### src/rtl/rt_ctrl_pkg.sv
// Shared types for the racetrack access controller: FSM state encoding and
// shift-direction constants.
package rt_ctrl_pkg;

    typedef enum logic [3:0] {
        IDLE     = 4'd0,
        ALIGN    = 4'd1,
        SHIFT_HI = 4'd2,
        SHIFT_LO = 4'd3,
        SETUP    = 4'd4,
        WR_PULSE = 4'd5,
        WR_LO    = 4'd6,
        RD_PULSE = 4'd7,
        RD_CAP   = 4'd8,
        RESP     = 4'd9
    } rt_state_e;

    // current_s encoding: forward moves offset+1, backward moves offset-1
    localparam logic RT_FWD = 1'b0;
    localparam logic RT_BWD = 1'b1;

endpackage

### src/rtl/rt_offset_tracker.sv
// Mirrors the domain position under the access port of a non-circular track
// and reports whether the target is aligned and which way to shift.
module rt_offset_tracker
    import rt_ctrl_pkg::*;
#(
    parameter int DEPTH = 16,
    parameter int AW    = $clog2(DEPTH)
) (
    input  logic          clk_i,
    input  logic          rstn,
    input  logic          shift_en,
    input  logic          shift_dir,
    input  logic [AW-1:0] target,
    output logic [AW-1:0] offset,
    output logic          at_target,
    output logic          dir
);

    localparam logic [AW-1:0] LAST_POS = AW'(DEPTH - 1);

    assign at_target = (offset == target);
    assign dir       = (target < offset) ? RT_BWD : RT_FWD;

    // Ends of the track clamp rather than wrap, matching the physical cells
    always_ff @(posedge clk_i or negedge rstn) begin
        if (!rstn) begin
            offset <= '0;
        end else if (shift_en) begin
            if (shift_dir == RT_BWD) begin
                if (offset != '0) offset <= offset - 1'b1;
            end else begin
                if (offset != LAST_POS) offset <= offset + 1'b1;
            end
        end
    end

endmodule

### src/rtl/rt_access_ctrl.sv
// Racetrack bank sequencer: aligns the addressed domain under the access port
// with shift pulses, then issues one write or read pulse and a response.
// Optional shift statistics counter enabled by defining RT_SHIFT_STATS_EN.
module rt_access_ctrl
    import rt_ctrl_pkg::*;
#(
    parameter  int DEPTH  = 16,
    parameter  int DATA_W = 8,
    localparam int AW     = $clog2(DEPTH)
) (
    input  logic              clk_i,
    input  logic              rstn,
    input  logic              req_valid,
    output logic              req_ready,
    input  logic              req_we,
    input  logic [AW-1:0]     req_addr,
    input  logic [DATA_W-1:0] req_wdata,
    output logic              rsp_valid,
    output logic              rsp_err,
    output logic [DATA_W-1:0] rsp_rdata,
    output logic              rt_current_m,
    output logic              rt_current_s,
    output logic              rt_write_enable,
    output logic [DATA_W-1:0] rt_write_input,
    output logic              rt_read_current,
`ifdef RT_SHIFT_STATS_EN
    input  logic              shift_cnt_clr,
    output logic [31:0]       shift_cnt,
`endif
    input  logic [DATA_W-1:0] rt_read_out
);

    localparam logic [AW:0] DEPTH_EXT = (AW + 1)'(DEPTH);

    rt_state_e         state, state_nx;
    logic              lat_we;
    logic [AW-1:0]     lat_addr;
    logic [DATA_W-1:0] lat_wdata;
    logic              accept;
    logic              addr_oor;
    logic [AW-1:0]     trk_offset;
    logic              trk_at_target;
    logic              trk_dir;

    assign accept   = req_valid && req_ready;
    assign addr_oor = ({1'b0, req_addr} >= DEPTH_EXT);

    rt_offset_tracker #(
        .DEPTH(DEPTH),
        .AW   (AW)
    ) u_off (
        .clk_i    (clk_i),
        .rstn     (rstn),
        .shift_en (state == SHIFT_HI),
        .shift_dir(rt_current_s),
        .target   (lat_addr),
        .offset   (trk_offset),
        .at_target(trk_at_target),
        .dir      (trk_dir)
    );

    always_comb begin
        state_nx = state;
        case (state)
            IDLE:     if (accept) state_nx = addr_oor ? RESP : ALIGN;
            ALIGN:    state_nx = trk_at_target ? SETUP : SHIFT_HI;
            SHIFT_HI: state_nx = SHIFT_LO;
            SHIFT_LO: state_nx = ALIGN;
            SETUP:    state_nx = lat_we ? WR_PULSE : RD_PULSE;
            WR_PULSE: state_nx = WR_LO;
            WR_LO:    state_nx = RESP;
            RD_PULSE: state_nx = RD_CAP;
            RD_CAP:   state_nx = RESP;
            RESP:     state_nx = IDLE;
            default:  state_nx = IDLE;
        endcase
    end

    // Request fields only matter after a handshake, so they carry no reset
    always_ff @(posedge clk_i) begin
        if (accept) begin
            lat_we    <= req_we;
            lat_addr  <= req_addr;
            lat_wdata <= req_wdata;
        end
    end

    // Outputs are decoded from the next state so every cell-facing line is a flop
    always_ff @(posedge clk_i or negedge rstn) begin
        if (!rstn) begin
            state           <= IDLE;
            req_ready       <= 1'b1;
            rsp_valid       <= 1'b0;
            rsp_err         <= 1'b0;
            rsp_rdata       <= '0;
            rt_current_m    <= 1'b0;
            rt_current_s    <= RT_FWD;
            rt_write_enable <= 1'b0;
            rt_write_input  <= '0;
            rt_read_current <= 1'b0;
        end else begin
            state           <= state_nx;
            req_ready       <= (state_nx == IDLE);
            rsp_valid       <= (state_nx == RESP);
            rsp_err         <= (state == IDLE) && (state_nx == RESP);
            rsp_rdata       <= (state == RD_CAP) ? rt_read_out : '0;
            rt_current_m    <= (state_nx == SHIFT_HI);
            rt_write_enable <= (state_nx == WR_PULSE);
            rt_read_current <= (state_nx == RD_PULSE);
            if (state == ALIGN) begin
                rt_current_s <= trk_at_target ? RT_FWD : trk_dir;
                if (trk_at_target && lat_we) rt_write_input <= lat_wdata;
            end
        end
    end

`ifdef RT_SHIFT_STATS_EN
    function automatic logic [31:0] sat_inc(input logic [31:0] v);
        return (v == 32'hFFFF_FFFF) ? v : v + 32'd1;
    endfunction

    always_ff @(posedge clk_i or negedge rstn) begin
        if (!rstn) begin
            shift_cnt <= '0;
        end else if (shift_cnt_clr) begin
            shift_cnt <= '0;
        end else if (state == SHIFT_HI) begin
            shift_cnt <= sat_inc(shift_cnt);
        end
    end
`endif

endmodule
### config.mk
export PLATFORM = sky130hd
export DESIGN_NAME = rt_access_ctrl
export DESIGN_NICKNAME = d
export VERILOG_FILES = /design/src/rtl/rt_ctrl_pkg.sv /design/src/rtl/rt_offset_tracker.sv /design/src/rtl/rt_access_ctrl.sv
export SDC_FILE = /design/constraint.sdc
export NUM_CORES = 1
export LEC_CHECK = 0
export CAP_MARGIN = 20
export CORE_AREA = 2 2 53 75
export CTS_BUF_LIST = sky130_fd_sc_hd__clkbuf_4
export CTS_CLUSTER_DIAMETER = 40
export CTS_CLUSTER_SIZE = 16
export DETAILED_ROUTE_END_ITERATION = 8
export DIE_AREA = 0 0 55 77
export HOLD_SLACK_MARGIN = 0.12
export PLACE_DENSITY = 0.84
export SLEW_MARGIN = 20
export SYNTH_ARGS = -nofsm -noshare
export SYNTH_HDL_FRONTEND = slang
export SYNTH_SLANG_ARGS = --single-unit
### constraint.sdc
create_clock -name clk_i -period 3.2 [get_ports clk_i]
set_input_delay 0.64 -clock clk_i [delete_from_list [all_inputs] [get_ports clk_i]]
set_output_delay 0.64 -clock clk_i [all_outputs]
set_load 0.02 [all_outputs]
==> results of run 1 <==
## metal layers
layer | track usage [%] | vias up | wire length [µm]
li1 | - | 562 | -
met1 | 22.89 | 593 | 1380
met2 | 34.29 | 29 | 2124
met3 | 5.837 | 8 | 156
met4 | 6.829 | 0 | 65
met5 | 0 | - | 0
## synth_stat cells (2+ instances only)
master    instances
mux2_4            8
buf_2             2
and3_1            2
and2b_2           2
nor2b_1           2
a21o_1            3
xnor2_1           2
and2_1            9
dfrtp_1          30
nand2_1           5
edfxtp_1         13
ha_1              6
inv_1             8
o21ai_0           2
nor2_1            4
a21oi_1           6
o21a_1            2
## through the flow
stage	hold slack [ps]	util, %	worst slack [ps]	power, mW	instances
4_1_cts	470.7	67.83	1004	1.899	225
3_5_place_dp	470.1	65.59	1072	1.547	217
5_1_grt	476.1	67.83	970.7	2.006	225
6_report	459.5	67.83	1019	1.891	225
2_1_floorplan	344.4	-	1501	1.290	132
3_3_place_gp	459.1	65.59	1206	1.480	217
## how the worst min path moves through the flow
stage,cells after the start,from,end,slack (ps)
2_1_floorplan,0,rstn,rsp_err,340
3_3_place_gp,1,lat_wdata[3],rt_write_input[3],460
3_5_place_dp,1,lat_wdata[1],rt_write_input[1],470
4_1_cts,1,lat_wdata[5],rt_write_input[5],470
5_1_grt,1,lat_wdata[5],rt_write_input[5],480
6_report,1,lat_wdata[5],rt_write_input[5],460
## registers in the layout, indices dropped and copies added (netlist names)
register	flops
req_ready	1
rt_write_enable	1
rt_current_m	1
rsp_valid	1
rt_write_input	8
lat_wdata	8
u_off.offset	4
rt_current_s	1
lat_addr	4
lat_we	1
rsp_rdata	8
state	4
rsp_err	1
rt_read_current	1
## where the power goes
| part | switching (mW) | leakage, nW | internal, mW |
|---|---|---|---|
| clock network | 0.182 | 0.0456 | 0.172 |
| logic | 0.349 | 0.495 | 0.360 |
| registers | 0.130 | 0.525 | 0.698 |
| total | 0.660 | 1.07 | 1.23 |
## cell families (layout without fill, tap and decap cells)
family	after synthesis	in the layout	share of synthesized area [%]
compound gates	20	20	7.298
fa+ha+maj	7	7	5.135
mux	9	9	7.027
other cells	1	1	0.2025
flops	44	44	63.04
xor+xnor	3	3	1.419
simple gates	36	36	12.90
buf+inv	12	63	2.973
## layout make-up
cell class	count	area share [%]
Sequential cell	44	48.09
Multi-Input combinational cell	76	25.93
Timing Repair Buffer	47	19.28
Tap cell	42	2.165
Clock buffer	6	1.856
Clock inverter	2	1.443
Inverter	8	1.237
==> run metrics, run 1 <==
status=complete, no violations; buffers and inverters on the worst path=1; crit path DAT=1540 ps; skew final=26.36 ps; largest net degree at the start of global routing=32; Max Clk Rate=0.4584 GHz; commonest non-fill, non-tap cell in the layout=clkdlybuf4s50_1; Routed Wire Length=3.725 mm; CP Capture Type=output pin; Setup violations, final=0; CP peak stage delay=610 ps; post-DP HPWL=2.797 mm; Via Count=1192; Worst-path clk slew=140 ps; dominant cells by area after synthesis=dfrtp_1, edfxtp_1, mux2_4, ha_1, and2_1; Critical path origin=req_ready; FFs w/ async S/R, synth=70.45%; DRC=0; clock root cell=clkbuf_4; Mean Syn Cell Area=14.03 µm²; gr usage total=20.06%; I/O Buffers=46; slowest CP cell=clkdlybuf4s50_1; Ports=47; ys flop type=dfrtp_1; area of the multi-input gates=629.4 µm²; CTS Buf Count=5; register bit total from synthesis=44; actual slew at the worst max-slew pin=631.0 ps; Reg2Reg Launch Point=u_off.offset[1]; final hold vios=0; Post-synth EDFFs=13; Post-Syn Nets=163; hold-fix buffers at CTS=0; Initial Util=51.75%; clock sinks=44; clk buf depth=2; post-synth top area share=40.54%; DR pass1 iterations=4; Critical R2R Capture=rt_write_input[0]; WS Path Type=reg -> out; Cell variety after synth=43; HP Class=reg -> reg; unrepaired setup endpoints after global routing=no; crit-path cells=clkdlybuf4s50_1; antenna viol nets, final=0; post-DR wirelength/cell=16.56 µm; R2R setup slack=1330 ps; layout cells sized above 1=14.21%; H-tree levels=2; Final period util=68.17%; CTS tree=yes; max-cap violation count=0; Clock Latency Late Sink=380 ps; Seq/Total Area, Yosys=63.04%; placer congestion estimate=0.7453; largest area contributor in the synthesized netlist=dfrtp_1; FF+latch area=1167 µm²; n_diodes=0; final setup TNS=0 ps; Nets=213; CP Max Fanout=3; vias per inst=5.298; Critical Path Sink=req_ready; post-CTS setup buffer count=0; 1st-iter DRT viols=34; cell family with most CP delay=buffers and inverters; IR drop worst, VDD=602.8 µV; Finished Cell Area=2427 µm²; die area=4235 µm²; initial antenna violation count=0; Req. time, crit path=2560 ps; Fillers=259; Core Region=3578 µm²; Synth Cell Area=1852 µm²; first-pass GRT wire length=5.975 mm; placed cell area=2347 µm²; gr ovfl total=0; most frequent cells in the layout=clkdlybuf4s50_1, dfrtp_1, edfxtp_1, and2_1; CP Launch Type=flop; Rel. slew slack=57.94%; cell count after synthesis=132; Max Slew Vio Count=0; r2r worst-path depth=6; Row Count=26; CTS resizes=0; die width=55 µm; vias in the first global route=1285; Lkg Pwr=1.065 nW; Tmin final=2181 ps; Die Ht=77 µm; critical path depth=1; P per Cell Area=779.0 nW/µm²; Synth Warn #=0; P&R area growth vs syn=31.08%
(Power assumes the default switching activity.)
==> run 2: changes to the inputs <==
--- a/config.mk
+++ b/config.mk
@@ -6,14 +6,14 @@
 export NUM_CORES = 1
 export LEC_CHECK = 0
 export CAP_MARGIN = 20
-export CORE_AREA = 2 2 53 75
+export CORE_AREA = 2 2 58 81
 export CTS_BUF_LIST = sky130_fd_sc_hd__clkbuf_4
 export CTS_CLUSTER_DIAMETER = 40
 export CTS_CLUSTER_SIZE = 16
 export DETAILED_ROUTE_END_ITERATION = 8
-export DIE_AREA = 0 0 55 77
+export DIE_AREA = 0 0 60 83
 export HOLD_SLACK_MARGIN = 0.12
-export PLACE_DENSITY = 0.84
+export PLACE_DENSITY = 0.75
 export SLEW_MARGIN = 20
 export SYNTH_ARGS = -nofsm -noshare
 export SYNTH_HDL_FRONTEND = slang
==> constraint.sdc (replaced) <==
create_clock -name clk_i -period 1.8 [get_ports clk_i]
set_input_delay 0.36 -clock clk_i [delete_from_list [all_inputs] [get_ports clk_i]]
set_output_delay 0.36 -clock clk_i [all_outputs]
set_load 0.02 [all_outputs]
==> run metrics, run 2 (synthesis results as in run 1) <==
P per Cell Area=1354 nW/µm²; max-cap violation count=0; Lkg Pwr=1.110 nW; Initial Util=43.68%; layout cells sized above 1=21.47%; H-tree levels=2; Pwr Total=3.464 mW; placer congestion estimate=0.8824; slowest CP cell=dfrtp_1; cell family with most CP delay=simple AND/OR/NAND/NOR gates; Max Clk Rate=0.5676 GHz; Final period util=97.89%; IR drop worst, VDD=814.0 µV; CTS tree=yes; Row Count=28; crit path DAT=2010 ps; largest net degree at the start of global routing=32; initial antenna violation count=0; status=complete, no violations; Clock Latency Late Sink=350 ps; die area=4980 µm²; clock sinks=44; hold-fix buffers at CTS=0; CTS Buf Count=5; gr ovfl total=0; DR pass1 iterations=4; final hold slack=374.2 ps; vias per inst=4.845; CP Launch Type=flop; most frequent cells in the layout=clkdlybuf4s50_1, dfrtp_1, edfxtp_1, and2_1, buf_4; WS Path Type=reg -> reg; Max Slew Vio Count=0; first-pass GRT wire length=5.982 mm; gr usage total=15.94%; clk buf depth=2; HP Class=in -> async; Die Ht=83 µm; 1st-iter DRT viols=27; post-DR wirelength/cell=14.21 µm; Tmin final=1762 ps; final hold vios=0; vias in the first global route=1270; Critical path origin=u_off.offset[1]; Placed Cells=240; crit-path cells=inv_2 -> ha_4 -> nand4_1 -> nor2_4 -> nand2_4 -> mux2_4; R2R setup slack=40 ps; Ports=47; antenna viol nets, final=0; CP peak stage delay=430 ps; post-DP HPWL=2.664 mm; skew final=9.429 ps; unrepaired setup endpoints after global routing=yes; commonest non-fill, non-tap cell in the layout=clkdlybuf4s50_1; P&R area growth vs syn=38.18%; CP Max Fanout=8; Nets=221; n_diodes=0; buffers and inverters on the worst path=1; Req. time, crit path=2050 ps; CP Capture Type=flop; r2r worst-path depth=6; top flop regs=lat_wdata: 8 flops, rsp_rdata: 8 flops, rt_write_input: 8 flops; Via Count=1216; Worst-path clk slew=130 ps; Setup violations, final=0; I/O Buffers=46; Critical R2R Capture=rt_write_input[7]; Routed Wire Length=3.566 mm; Core Region=4239 µm²; Finished Layout Cells=251; die width=60 µm; clock root cell=clkbuf_4; DRC=0; Reg2Reg Launch Point=u_off.offset[1]
-- run 2: cell count changes in the layout (fill, tap and decap cells not counted), moves of 2 or more --
cell,before,now
buf_4,1,9
clkdlybuf4s50_1,46,44
dlygate4sd2_1,0,2
ha_1,6,3
ha_4,0,3
inv_1,8,6
inv_2,0,2
-- run 2: worst max-delay path by stage --
stage / to / cells after the start / slack (ps)
6_report: rt_write_input[7] / 6 / 40
3_3_place_gp: rt_write_input[7] / 6 / 90
3_5_place_dp: rt_write_input[3] / 6 / 20
5_1_grt: rt_write_input[7] / 6 / -50
2_1_floorplan: rt_write_input[0] / 5 / 100
4_1_cts: rt_write_input[7] / 6 / 4
-- run 2: metal layers --
layer	GRT usage, %	routed length (µm)	vias to the layer above
met5	0	0	-
met2	27.17	1962	36
li1	-	-	579
met3	5.140	198	3
met1	18.83	1377	598
met4	4.040	27	0
-- run 2: through the flow --
| stage | area (µm²) | TNS [ps] | utilization [%] | worst slack (ps) |
|---|---|---|---|---|
| floorplan | 1852 | 0 | - | 100.8 |
| global placement | 2407 | 0 | 56.79 | 87.82 |
| detailed placement | 2407 | 0 | 56.79 | 18.99 |
| CTS | 2485 | 0 | 58.62 | 3.845 |
| global route | 2559 | -425.0 | 60.36 | -53.68 |
| finish | 2559 | 0 | 60.36 | 38.05 |
-- run 2: worst register-to-register path, delay by kind of cell, from the launching register on --
family,cells,cell delay (ps)
DFF,1,430
adders and majority gates,1,260
buffers and inverters,1,80
muxes,1,330
and+or+nand+nor,3,560
-- run 2: report_power, final --
group / switching [mW] / leakage (nW) / internal [mW] / total, mW
clock: 0.321 / 0.0428 / 0.291 / 0.612
combinational: 0.686 / 0.543 / 0.746 / 1.43
sequential: 0.177 / 0.524 / 1.24 / 1.42
total: 1.18 / 1.11 / 2.28 / 3.46
-- run 2: area by class of cell --
cell class / instances / area, µm²
clock inverter: 3 / 42.54
fill: 353 / 1680
timing repair buffer: 55 / 525.5
multi-input combinational: 76 / 679.4
sequential: 44 / 1169
tap: 60 / 75.07
clock buffer: 5 / 37.54
inverter: 8 / 30.03
-- run 2: timing repair --
action,CTS,global route
gates resized for setup,2,8
endpoints found under the setup margin,6,13
endpoints found under the hold margin,0,0
setup buffers,0,3
pin swaps,1,3
==> run 3: changes to the inputs <==
--- a/config.mk
+++ b/config.mk
@@ -5,13 +5,12 @@
 export SDC_FILE = /design/constraint.sdc
 export NUM_CORES = 1
 export LEC_CHECK = 0
-export CAP_MARGIN = 20
-export CORE_AREA = 2 2 58 81
+export CORE_AREA = 8 8 64 87
 export CTS_BUF_LIST = sky130_fd_sc_hd__clkbuf_4
 export CTS_CLUSTER_DIAMETER = 40
 export CTS_CLUSTER_SIZE = 16
 export DETAILED_ROUTE_END_ITERATION = 8
-export DIE_AREA = 0 0 60 83
+export DIE_AREA = 0 0 72 95
 export HOLD_SLACK_MARGIN = 0.12
 export PLACE_DENSITY = 0.75
 export SLEW_MARGIN = 20
==> run metrics, run 3 (synthesis results as in run 1) <==
1st-iter DRT viols=25; DRC=0; Req. time, crit path=2040 ps; placer congestion estimate=0.8463; Max Clk Rate=0.5593 GHz; I/O Buffers=46; clock share of power=17.4%; Nets=225; CP Launch Type=flop; final worst slack=12.13 ps; vias per inst=4.827; Finished Layout Cells=255; Final period util=99.33%; Die Ht=95 µm; CTS tree=yes; Core Region=4239 µm²; R2R setup slack=10 ps; first-pass GRT wire length=6.479 mm; largest net degree at the start of global routing=32; Worst-path clk slew=140 ps; pre-CTS WS=15.49 ps; design internal power=2.337 mW; vias in the first global route=1378; gr ovfl total=0; Via Count=1231; Max Slew Vio Count=0; commonest non-fill, non-tap cell in the layout=clkdlybuf4s50_1; Setup violations, final=0; Core Util, Final=61.33%; clock root cell=clkbuf_4; status=complete, no violations; initial antenna violation count=0; IR drop worst, VDD=778.5 µV; top flop regs=lat_wdata: 8 flops, rsp_rdata: 8 flops, rt_write_input: 8 flops; final hold vios=0; unrepaired setup endpoints after global routing=yes; max-cap violation count=0; Initial Util=43.68%; Fillers=341; layout cells sized above 1=24.10%; Clock Latency Late Sink=360 ps; P&R area growth vs syn=40.41%; Routed Wire Length=3.886 mm; CTS Buf Count=5; Pwr Total=3.575 mW; Tmin final=1788 ps; final setup TNS=0 ps; clock sinks=44; crit path DAT=2030 ps; clk buf depth=2; area of the multi-input gates=686.9 µm²; P per Cell Area=1375 nW/µm²; placed cell area=2407 µm²; n_diodes=0; DR pass1 iterations=4; FF+latch area=1169 µm²; Row Count=28; CP Max Fanout=8; Lkg Pwr=1.127 nW; Placed Cells=240; antenna viol nets, final=0; HP Class=in -> async; most frequent cells in the layout=clkdlybuf4s50_1, dfrtp_1, edfxtp_1, buf_4, and2_1; Sw Pwr=1.238 mW; Finished Cell Area=2600 µm²; H-tree levels=2; skew final=17.03 ps; part of the power in registers=39.6%; post-DR wirelength/cell=15.24 µm; CP Capture Type=flop; post-DP HPWL=2.914 mm; die area=6840 µm²; Ports=47; gr usage total=12.12%; Sw Share=34.62%; die width=72 µm; final hold slack=374.0 ps; Gate power share=43.0%; WS Path Type=reg -> reg
==> run 3: final timing paths <==
check | startpoint | depth (start not counted) | endpoint
max | u_off.offset[1] | 6 | rt_write_input[3]
min | rstn | 2 | rt_write_input[6]
max reg2reg | u_off.offset[1] | 6 | rt_write_input[3]
min reg2reg | lat_wdata[1] | 1 | rt_write_input[1]
max in group asynchronous | rstn | 2 | req_ready
min in group clk_i | lat_wdata[1] | 1 | rt_write_input[1]
==> run 3: power by group through the flow <==
| stage | logic [mW] | registers (mW) | clock network (mW) |
|---|---|---|---|
| global route | 1.69 | 1.44 | 0.683 |
| floorplan | 0.808 | 1.49 | 0 |
| finish | 1.54 | 1.41 | 0.622 |
| CTS | 1.36 | 1.40 | 0.649 |
| global placement | 1.30 | 1.41 | 0 |
| detailed placement | 1.36 | 1.42 | 0 |
==> run 3: worst max-delay path, stage by stage (launching register included) <==
cell and delay, ps:
dfrtp_1 440, inv_2 80, ha_4 260, nand4_1 240, nor2_4 200, nand2_4 130
mux2_4 330
==> run 3: routing by layer <==
layer / vias up / track usage (%) / share of wire [%]
met2: 39 / 21.95 / 53
li1: 588 / - / -
met1: 598 / 12.43 / 37
met3: 6 / 5.620 / 8.3
met5: - / 0 / 0
met4: 0 / 2.564 / 1.3
==> run 3: repair_timing <==
action | 4_1_cts | 5_1_grt
hold endpoints to repair | 0 | 0
endpoints found under the setup margin | 4 | 13
pin swaps | 1 | 4
hold buffers | 0 | 0
buffers inserted | 1 | 6
gates cloned | 0 | 0
resized for setup | 2 | 10
==> run 3: final cells by class <==
| type | count | area share, % |
|---|---|---|
| Multi-Input combinational cell | 76 | 26.42 |
| Inverter | 8 | 1.155 |
| Timing Repair Buffer | 59 | 21.37 |
| Clock buffer | 5 | 1.444 |
| Tap cell | 60 | 2.887 |
| Clock inverter | 3 | 1.781 |
| Sequential cell | 44 | 44.95 |
